File: src/rtl/interrupt_pkg.sv
// Shared definitions for the interrupt gateway: per-source state encoding
// and the ID conventions used on the claim/complete buses.
package interrupt_pkg;

   typedef enum logic [1:0] {
      IDLE       = 2'd0,
      PENDING    = 2'd1,
      IN_SERVICE = 2'd2
   } gateway_state_t;

   // Width of the claim/complete ID buses (matches the resolver's ID output).
   localparam int ID_WIDTH = 32;

   // ID value meaning "no interrupt"; real source IDs start at 1.
   localparam int NO_INTERRUPT_ID = 0;

endpackage : interrupt_pkg

File: src/rtl/interrupt_gateway_cell.sv
// One interrupt source: IDLE/PENDING/IN_SERVICE state, the previous input
// sample for rising-edge detection, and a single-bit latch that remembers an
// edge arriving while the handler is still in service.
module interrupt_gateway_cell
   import interrupt_pkg::*;
(
   input  logic clk,
   input  logic rst,
   input  logic sample,
   input  logic mode,
   input  logic enable,
   input  logic claim_hit,
   input  logic complete_hit,
   output logic pending,
   output logic in_service,
   output logic claim_ok,
   output logic complete_ok
);

   gateway_state_t state_r;
   gateway_state_t state_n;
   logic           edge_latch_r;
   logic           edge_latch_n;
   logic           prev_sample_r;
   logic           trigger_s;
   logic           edge_trigger_s;

   // Trigger detection: level-high in level mode, rising edge in edge mode.
   always_comb begin
      if (mode) begin
         trigger_s = sample & ~prev_sample_r;
      end else begin
         trigger_s = sample;
      end
      edge_trigger_s = mode & trigger_s & enable;
   end

   // Next-state logic; a disabled source never records a trigger.
   always_comb begin
      state_n      = state_r;
      edge_latch_n = edge_latch_r;
      case (state_r)
         IDLE: begin
            if (trigger_s && enable) begin
               state_n = PENDING;
            end else begin
               state_n = IDLE;
            end
         end
         PENDING: begin
            // Further edges coalesce into the one pending request.
            if (claim_hit) begin
               state_n = IN_SERVICE;
            end else begin
               state_n = PENDING;
            end
         end
         IN_SERVICE: begin
            if (complete_hit) begin
               // An edge seen during service (or right now) re-arms directly;
               // a level source still high re-triggers from IDLE next cycle.
               if (edge_latch_r || edge_trigger_s) begin
                  state_n = PENDING;
               end else begin
                  state_n = IDLE;
               end
               edge_latch_n = 1'b0;
            end else if (edge_trigger_s) begin
               edge_latch_n = 1'b1;
            end else begin
               edge_latch_n = edge_latch_r;
            end
         end
         default: begin
            state_n      = IDLE;
            edge_latch_n = 1'b0;
         end
      endcase
   end

   // State, edge latch and previous sample registers (prev_sample tracks every cycle).
   always_ff @(posedge clk) begin
      if (rst) begin
         state_r       <= IDLE;
         edge_latch_r  <= 1'b0;
         prev_sample_r <= 1'b0;
      end else begin
         state_r       <= state_n;
         edge_latch_r  <= edge_latch_n;
         prev_sample_r <= sample;
      end
   end

   // Enable only masks the visible pending bit; the stored state is kept.
   assign pending     = (state_r == PENDING) & enable;
   assign in_service  = (state_r == IN_SERVICE);
   assign claim_ok    = (state_r == PENDING);
   assign complete_ok = (state_r == IN_SERVICE);

endmodule : interrupt_gateway_cell

File: src/rtl/interrupt_gateway.sv
// Interrupt gateway: turns raw peripheral lines into the resolver's pending
// vector and tracks claim/complete per source. IDs are 1-based (0 = none).
// Optional build macro INTERRUPT_GATEWAY_SYNC_EN inserts a 2-flop
// synchronizer on every request line (trigger-to-pending latency 3 cycles).
module interrupt_gateway #(
   parameter int N_INTERRUPTS = 32,
   parameter int ID_WIDTH     = interrupt_pkg::ID_WIDTH
) (
   input  logic                    clk,
   input  logic                    rst,
   input  logic [N_INTERRUPTS-1:0] interrupt_requests,
   input  logic [N_INTERRUPTS-1:0] edge_triggered,
   input  logic [N_INTERRUPTS-1:0] interrupt_enable,
   input  logic                    claim_req,
   input  logic [ID_WIDTH-1:0]     claim_id,
   input  logic                    complete_req,
   input  logic [ID_WIDTH-1:0]     complete_id,
   output logic [N_INTERRUPTS-1:0] pending_interrupts,
   output logic [N_INTERRUPTS-1:0] in_service,
   output logic                    claim_err,
   output logic                    complete_err
);

   logic [N_INTERRUPTS-1:0] sample_s;
   logic [N_INTERRUPTS-1:0] claim_hit_s;
   logic [N_INTERRUPTS-1:0] complete_hit_s;
   logic [N_INTERRUPTS-1:0] claim_ok_s;
   logic [N_INTERRUPTS-1:0] complete_ok_s;
   logic                    claim_legal_s;
   logic                    complete_legal_s;

`ifdef INTERRUPT_GATEWAY_SYNC_EN
   logic [N_INTERRUPTS-1:0] sync1_r;
   logic [N_INTERRUPTS-1:0] sync2_r;

   // Two-stage synchronizer for asynchronous peripheral lines.
   always_ff @(posedge clk) begin
      if (rst) begin
         sync1_r <= '0;
         sync2_r <= '0;
      end else begin
         sync1_r <= interrupt_requests;
         sync2_r <= sync1_r;
      end
   end

   assign sample_s = sync2_r;
`else
   // Lines are already synchronous to clk.
   assign sample_s = interrupt_requests;
`endif

   // Full-width ID decode: upper ID bits must match too, so no aliasing.
   for (genvar k = 0; k < N_INTERRUPTS; k++) begin : g_src
      assign claim_hit_s[k]    = claim_req    && (claim_id    == ID_WIDTH'(k + 1));
      assign complete_hit_s[k] = complete_req && (complete_id == ID_WIDTH'(k + 1));

      interrupt_gateway_cell u_cell (
         .clk          (clk),
         .rst          (rst),
         .sample       (sample_s[k]),
         .mode         (edge_triggered[k]),
         .enable       (interrupt_enable[k]),
         .claim_hit    (claim_hit_s[k]),
         .complete_hit (complete_hit_s[k]),
         .pending      (pending_interrupts[k]),
         .in_service   (in_service[k]),
         .claim_ok     (claim_ok_s[k]),
         .complete_ok  (complete_ok_s[k])
      );
   end

   // A request is legal only if it names a real source in the right state;
   // ID 0 and out-of-range IDs never produce a hit.
   assign claim_legal_s    = (claim_id != ID_WIDTH'(interrupt_pkg::NO_INTERRUPT_ID))
                             && (|(claim_hit_s & claim_ok_s));
   assign complete_legal_s = (complete_id != ID_WIDTH'(interrupt_pkg::NO_INTERRUPT_ID))
                             && (|(complete_hit_s & complete_ok_s));

   // One-cycle error pulses, registered the cycle after an illegal strobe.
   always_ff @(posedge clk) begin
      if (rst) begin
         claim_err    <= 1'b0;
         complete_err <= 1'b0;
      end else begin
         claim_err    <= claim_req    & ~claim_legal_s;
         complete_err <= complete_req & ~complete_legal_s;
      end
   end

endmodule : interrupt_gateway
File: config.mk
export PLATFORM = sky130hd
export DESIGN_NAME = interrupt_gateway
export DESIGN_NICKNAME = d
export VERILOG_FILES = /design/src/rtl/interrupt_pkg.sv /design/src/rtl/interrupt_gateway_cell.sv /design/src/rtl/interrupt_gateway.sv
export SDC_FILE = /design/constraint.sdc
export NUM_CORES = 1
export LEC_CHECK = 0
export ABC_AREA = 0
export ABC_CLOCK_PERIOD_IN_PS = 5800
export CORE_ASPECT_RATIO = 0.9
export CORE_MARGIN = 2
export CORE_UTILIZATION = 54
export DETAILED_ROUTE_END_ITERATION = 16
export HOLD_SLACK_MARGIN = 0.02
export PLACE_DENSITY = 0.87
export SYNTH_ARGS = -nofsm -noshare
export SYNTH_HDL_FRONTEND = slang
export SYNTH_HIERARCHICAL = 1
export SYNTH_SLANG_ARGS = --single-unit
File: constraint.sdc
create_clock -name clk -period 5.8 [get_ports clk]
set_input_delay 1.74 -clock clk [delete_from_list [all_inputs] [get_ports clk]]
set_output_delay 1.74 -clock clk [all_outputs]
set_load 0.01 [all_outputs]
==> summary.txt, run 1 <==
Clocking
  – Insertion delay of the later-clocked pin in the worst-skew pair: around 0.43 ns
  – Clock Sinks: 130
  – Resize count post-CTS: 0
  – H-tree depth reported by CTS: 4
  – CTS Root Cell: sky130_fd_sc_hd__clkbuf_16
  – Clk pin slew, worst setup/hold paths: 0.06 ns
  – Max Root-Sink Buffers: 2
  – TritonCTS clock tree: yes
  – Num CTS Buffers: 17
  – Post-CTS Repair Setup Buffers: 0
  – Post-cts hold buffer count: 0

Detailed routing
  – Starting DRC count in detailed routing: roughly 750
  – 1st-pass router iterations: 6
  – Detail-routed net length per standard cell: 19.0 um
  – Total wire length after detailed routing: about 27 mm
  – Number of remaining DRC errors: 0
  – DRT antenna net count: 0
  – Number of vias after detailed routing: about 8.6k
  – Via/cell ratio: 6.11

GRT
  – Global-route usage over all layers: 0.305
  – Vias in the first global route: ~8.3k
  – Maximum number of pins on one net before global-route repair: 80
  – Overall overflow remaining after global route: 0
  – Wire length of the first global-routing pass: around 43 mm
  – Antenna violations before repair: 1

STA
  – Period minus WS final: 4.73 ns
  – Max transition margin: 0.480
  – Highest clock rate: 212 MHz
  – Ratio of final minimum period to clock period: 0.815
  – Slew at the pin closest to its max-slew limit: 0.773 ns
  – Post-route clock skew: 0.00716 ns
  – Final TNS setup: 0 ns
  – Unrepaired setup endpoints after global routing: no
  – Endpoints failing hold: 0
  – Max-slew violation count: 0
  – Worst hold slack: roughly 0.56 ns
  – Final number of setup-violating endpoints: 0

Placement
  – Global placement routability congestion: a little under 1
  – PortBufs: 229
  – Placed cell areas: 11100 um2
  – HPWL after DPL: between 20 and 25 mm

Final layout
  – Post-route cell area: 11700 um2
  – Fraction of final layout cells sized beyond drive strength 1: 0.176
  – Sequential cell area: 2600 um2
  – Fill cell total of the finished layout: around 1.2k
  – Final core occ: 0.727
  – Area of combinational cells with multiple inputs: between 5000 and 6000 um2
  – Total Nets Final: roughly 1.4k
  – # diodes: 0
  – Layout overhead on the synthesized area: 32.4%

Yosys
  – Share of synthesized registers carrying an async set or reset: 0
  – Number of warnings reported in the yosys synthesis log: 6
  – Proportion of synthesized chip area in sequential cells: 0.296
  – Share of the synthesized area in the top cell type: 0.296
  – Synthesized flop and latch total: 130
  – Fraction of the mapped netlist area in adder cells: 0
  – Area contributors post-synth: sky130_fd_sc_hd__dfxtp_1, sky130_fd_sc_hd__nor3b_2, sky130_fd_sc_hd__nor2_1
  – Number of synthesized flops with an enable pin: 0
  – Largest family of logic cells by synthesized area: simple AND/OR/NAND/NOR gates
  – Post-synthesis compound-gate area fraction: 0.187
  – Primary FF master, synth: sky130_fd_sc_hd__dfxtp_1
  – Largest area contributor in the synthesized netlist: sky130_fd_sc_hd__dfxtp_1
  – Number of distinct library cells after synthesis: 55
  – Parity-gate share of the synthesized area counting xor and xnor cells: 0
  – Cell types with the highest counts after synthesis: sky130_fd_sc_hd__nor2_1, sky130_fd_sc_hd__dfxtp_1, sky130_fd_sc_hd__and2b_1, sky130_fd_sc_hd__nor3b_2, sky130_fd_sc_hd__nand2_1
  – Post-synth net total: between 1k and 1.5k
  – Multiplexer share of the synthesized area: 0.0148
  – Dominant cell by count in the synthesized netlist: sky130_fd_sc_hd__nor2_1
  – Mean cell area of the mapped netlist: slightly below 9 um2
  – Combined area of all synthesized cells: about 8800 um2
  – Basic-gate share of the synthesized area counting and, or, nand and nor cells: 0.466
  – Gate count after technology mapping: 994

Worst setup path
  – Classification of the worst setup path: in -> out
  – Endpoint kind of the worst setup timing path: primary output
  – Startpoint type of the worst setup path: primary input
  – Arrival time at the worst endpoint: 2.99 ns
  – CP required: 4.06 ns
  – Top fanout value on the critical path: 3

Die
  – Count of pins on the block boundary: 230
  – Die X: ~140 um
  – Placeable core region: about 16000 um2
  – Die footprint: 17300 um2
  – Site Rows: 44
  – Die H: approximately 130 um
  – Initial standard-cell utilization of the core: 0.549

Power and ir drop
  – PwrDens: 206 nW/um2
  – Maximum VDD drop: ~230 uV
  – P_leak: ~4.2 nW
  – Total power consumption of the routed design: 0.00240 W

Run
  – Max Cap Viol: 0

Min path
  – Hold/Removal Path Class: reg -> reg

Run status
  – Outcome: completed
==> power by group <==
| part | internal [W] | switching, W |
|---|---|---|
| clock network | 0.000651 | 0.000424 |
| logic | 0.000210 | 0.000164 |
| registers | 0.000923 | 0.0000288 |
| total | 0.00178 | 0.000616 |
==> cell type report <==
cell class / instances / share of cell area
Tap cell: 207 / 0.0222
Clock buffer: 19 / 0.0389
Inverter: 2 / 0.000644
Timing Repair Buffer: 232 / 0.200
Clock inverter: 13 / 0.0117
Multi-Input combinational cell: 811 / 0.504
Sequential cell: 130 / 0.223
==> per-layer routing <==
layer,GRT usage,wire [um],up-vias,part of all wire
met5,0,15,-,0.00056
met4,0.130,947,2,0.035
met3,0.0739,2350,79,0.088
met2,0.487,12200,436,0.46
met1,0.394,11300,4060,0.42
li1,-,-,4069,-
==> cells in the final DEF, fill, tap and decap left out, drive strengths merged, types with 3 or more instances in the layout <==
master	Yosys	final
nor2	141	141
or2	4	4
a41oi	32	32
nor3	31	31
o21ai	34	34
o22ai	34	34
and2b	96	96
nand4b	4	4
a221oi	32	32
a21oi	33	33
mux2	4	4
buf	36	4
mux2i	4	4
nand2b	42	42
nand4	8	8
clkbuf	15	19
nor2b	45	45
and4b	32	32
and3	5	5
or3	5	5
dfxtp	130	130
nand3	10	10
clkdlybuf4s50	0	228
a32oi	3	3
clkinv	0	4
a22oi	8	8
clkinvlp	0	7
nor3b	69	69
nand2	58	58
and2	33	33
nor4	22	22
==> state kept, by name (all words and copies together) (netlist names) <==
name / count
g_src.u_cell/edge_latch_r: 32
complete_err: 1
claim_err: 1
g_src.u_cell/prev_sample_r: 32
g_src.u_cell/state_r: 64
==> cells by family after synthesis <==
kind of cell    after synthesis
mux                          10
flops                       130
compound gates              190
buf+inv                      53
simple gates                611
==> per-stage QoR <==
stage	setup slack [ns]	instances
floorplan	2.03	994
global placement	0.976	1382
detailed placement	0.937	1382
CTS	1.09	1414
global route	1.04	1414
finish	1.07	1414
==> worst max-delay path, stage by stage <==
cell                              delay (ns)
sky130_fd_sc_hd__clkdlybuf4s50_1        0.54
sky130_fd_sc_hd__and2_1                 0.17
sky130_fd_sc_hd__clkdlybuf4s50_1        0.53
==> worst paths after layout <==
check                           startpoint                           to  slack [ns]  depth (start not counted)
max reg2reg    g_src[30].u_cell/state_r[0]                 complete_err        3.65                          7
max                    interrupt_enable[5]        pending_interrupts[5]        1.07                          3
min          g_src[20].u_cell/edge_latch_r  g_src[20].u_cell/state_r[0]        0.56                          2
min reg2reg  g_src[20].u_cell/edge_latch_r  g_src[20].u_cell/state_r[0]        0.56                          2
(Power assumes the default switching activity.)
==> inputs of run 2 (changes only) <==
- ABC_CLOCK_PERIOD_IN_PS: 5800 -> 4600
- CORE_UTILIZATION: 54 -> 50
- PLACE_DENSITY: 0.87 -> 0.82
- clock period: 5.8 -> 4.6 ns (I/O delays scaled with it)
==> run 2 against run 1 <==
Against the previous run:
- clock skew rose by 0.0046 ns
- count of clock-buffer cells in the layout is 3 higher
- via count hardly changed
- flip-flop and latch count did not move
- clock power rose by 35%
- routed wire length about the same
- core utilization fell by 5.0 points
- setup slack got worse by 0.70 ns
- hold slack better by 0.00070 ns
==> summary.txt, run 2 (synthesized netlist as in run 1, its figures left out) <==
Clocking
  – H-tree depth reported by CTS: 4 (unchanged)
  – CTS Root Cell: sky130_fd_sc_hd__clkbuf_16
  – Resize count post-CTS: 0 (unchanged)
  – Clk pin slew, worst setup/hold paths: 0.06 ns (about the same)
  – Num CTS Buffers: 17 (unchanged)
  – Clock Sinks: 130 (unchanged)
  – Post-CTS Repair Setup Buffers: 0 (unchanged)
  – TritonCTS clock tree: yes
  – Insertion delay of the later-clocked pin in the worst-skew pair: 0.43 ns (about the same)
  – Post-cts hold buffer count: 0 (unchanged)
  – Max Root-Sink Buffers: 2 (unchanged)

STA
  – Setup slack after layout: 0.372 ns (-0.703 ns)
  – Endpoints failing hold: 0 (unchanged)
  – Max-slew violation count: 0 (unchanged)
  – Ratio of final minimum period to clock period: 0.919
  – Final TNS setup: 0 ns (unchanged)
  – Period minus WS final: about 4.2 ns
  – Max transition margin: 0.249 (-0.231)
  – Post-route clock skew: 0.0118 ns (+0.00461 ns)
  – Slew at the pin closest to its max-slew limit: 1.12 ns (+0.343 ns)
  – Highest clock rate: about 240 MHz
  – Unrepaired setup endpoints after global routing: no
  – Final number of setup-violating endpoints: 0 (unchanged)

Worst setup path
  – Capturing instance or port of the critical path: g_src[15].u_cell/edge_latch_r
  – Launch instance of the worst register-to-register path: g_src[30].u_cell/state_r[0]
  – RR Endpoint: complete_err
  – Worst r2r path cells: 7 (unchanged)
  – Minimum setup slack among reg-to-reg paths: 2.36 ns (-1.29 ns)
  – Classification of the worst setup path: in -> reg
  – Start point of the critical path: complete_id[27]
  – CP required: 4.88 ns (+0.82 ns)
  – Endpoint kind of the worst setup timing path: flip-flop
  – Startpoint type of the worst setup path: primary input
  – Arrival time at the worst endpoint: 4.51 ns (+1.52 ns)
  – Top fanout value on the critical path: 13 (+10)

Die
  – Die X: 144 um (+3.8%)
  – Count of pins on the block boundary: 230 (unchanged)
  – Placeable core region: 17400 um2 (+8.9%)
  – Initial standard-cell utilization of the core: 0.505 (-0.0447)
  – Die H: 130 um (+3.8%)
  – Die footprint: 18700 um2 (+7.8%)
  – Site Rows: 46 (+4.5%)

Detailed routing
  – 1st-pass router iterations: 5 (-1)
  – Total wire length after detailed routing: 26.8 mm (about the same)
  – Starting DRC count in detailed routing: 733 (-2.8%)
  – Number of remaining DRC errors: 0 (unchanged)
  – Number of vias after detailed routing: 8653 (+0.081%)
  – Via/cell ratio: 5.94 (-2.9%)
  – DRT antenna net count: 0 (unchanged)
  – Detail-routed net length per standard cell: 18.4 um (-2.9%)

Power and ir drop
  – Net Sw Power: 0.000748 W (+21%)
  – PwrDens: 266 nW/um2 (+29%)
  – Int Power: 0.00239 W (+34%)
  – Portion of total power attributed to combinational logic: 0.152 (-0.004)
  – Total power consumption of the routed design: 0.00314 W (+31%)
  – Maximum VDD drop: 230 uV (+0.15%)
  – Sw Share: 0.238 (-0.0187)
  – Flop pwr share: 0.382 (-0.014)
  – P_leak: 4.31 nW (+2.3%)
  – Power share of the clock group: 0.466 (+0.018)

Final layout
  – Layout overhead on the synthesized area: 34.3%
  – Largest register FFs: 64 (unchanged)
  – Total Nets Final: 1368 (+0.74%)
  – # diodes: 0 (unchanged)
  – Top flop regs: g_src.u_cell/state_r x64, g_src.u_cell/edge_latch_r x32, g_src.u_cell/prev_sample_r x32
  – Number of cells in the finished layout apart from fillers: 1457 (+3.0%)
  – Largest Register: g_src.u_cell/state_r
  – Fraction of final layout cells sized beyond drive strength 1: 0.182 (+0.00595)
  – Commonest cells after routing, fill and taps aside: sky130_fd_sc_hd__clkdlybuf4s50_1, sky130_fd_sc_hd__nor2_1, sky130_fd_sc_hd__dfxtp_1, sky130_fd_sc_hd__and2b_1, sky130_fd_sc_hd__nor3b_2
  – Post-route cell area: 11800 um2 (+1.4%)
  – Most common cell after layout, fill and taps aside: sky130_fd_sc_hd__clkdlybuf4s50_1

Placement
  – Global placement routability congestion: 0.971 (-1.8%)
  – Post-placement setup slack: 0.0339 ns (-0.903 ns)
  – PortBufs: 229 (unchanged)
  – HPWL after DPL: 20.4 mm (+1.7%)
  – Placed cell areas: 11200 um2 (+1.1%)
  – Number of placed instances with taps included: 1425 (+3.1%)

GRT
  – Wire length of the first global-routing pass: 41.8 mm (-2.7%)
  – Antenna violations before repair: 0 (-1)
  – Maximum number of pins on one net before global-route repair: 78 (-2.5%)
  – Global-route usage over all layers: 0.286 (-0.0183)
  – Vias in the first global route: 8188 (-1.9%)
  – Overall overflow remaining after global route: 0 (unchanged)

Min path
  – Hold Path Stages: 2 (unchanged)
  – Hold/Removal Path Class: reg -> reg

Run status
  – Outcome: completed

Run
  – Max Cap Viol: 0 (unchanged)
==> run 2: cell count changes in the layout (fill, tap and decap cells not counted) <==
cell / delta
sky130_fd_sc_hd__buf_4: +10
sky130_fd_sc_hd__clkinvlp_4: -7
sky130_fd_sc_hd__bufinv_16: +2
sky130_fd_sc_hd__clkbuf_8: +2
sky130_fd_sc_hd__clkinv_2: +2
sky130_fd_sc_hd__clkbuf_1: +1
==> run 2: critical path, stage by stage <==
cell                              delay [ns]
sky130_fd_sc_hd__clkdlybuf4s50_1        0.40
sky130_fd_sc_hd__nor4_1                 0.67
sky130_fd_sc_hd__nand4_1                0.17
sky130_fd_sc_hd__or3_1                  0.45
sky130_fd_sc_hd__or3b_1                 0.62
sky130_fd_sc_hd__nand2b_1               0.29
sky130_fd_sc_hd__nor2_1                 0.20
sky130_fd_sc_hd__nor3b_2                0.08
sky130_fd_sc_hd__o22ai_1                0.17
sky130_fd_sc_hd__nor2_1                 0.08
==> run 2: area by class of cell <==
type	instances	area, um2
Clock buffer	22	484
Tap cell	240	300
Inverter	2	7.51
Multi-Input combinational cell	811	5870
Timing Repair Buffer	242	2400
Clock inverter	10	154
Sequential cell	130	2600
Fill cell	1387	5620
==> run 2: worst min path at each step <==
stage	startpoint	endpoint	slack, ns
floorplan	g_src[0].u_cell/state_r[1]	g_src[0].u_cell/state_r[0]	0.52
global placement	g_src[20].u_cell/edge_latch_r	g_src[20].u_cell/edge_latch_r	0.53
detailed placement	g_src[8].u_cell/edge_latch_r	g_src[8].u_cell/edge_latch_r	0.55
CTS	g_src[8].u_cell/edge_latch_r	g_src[8].u_cell/edge_latch_r	0.56
global route	g_src[20].u_cell/edge_latch_r	g_src[20].u_cell/state_r[0]	0.58
finish	g_src[2].u_cell/edge_latch_r	g_src[2].u_cell/edge_latch_r	0.56
==> run 2: per-layer routing <==
metal	routed length (um)	track usage	up-vias
met5	0	0	-
met4	890	0.112	0
met3	2370	0.0679	76
met2	12100	0.457	448
met1	11500	0.376	4044
li1	-	-	4085
==> run 2: power by group through the flow <==
stage               Combinational, W  Clock (W)  Sequential, W
detailed placement          0.000468          0        0.00122
floorplan                   0.000201          0        0.00121
global placement            0.000464          0        0.00122
finish                      0.000477    0.00146        0.00120
global route                0.000508    0.00152        0.00121
CTS                         0.000472    0.00147        0.00120
==> run 2: stage by stage <==
stage	hold slack (ns)	utilization
after floorplan	0.519	-
after global placement	0.533	0.641
after detailed placement	0.550	0.641
after CTS	0.562	0.678
after global routing	0.581	0.678
final	0.558	0.678
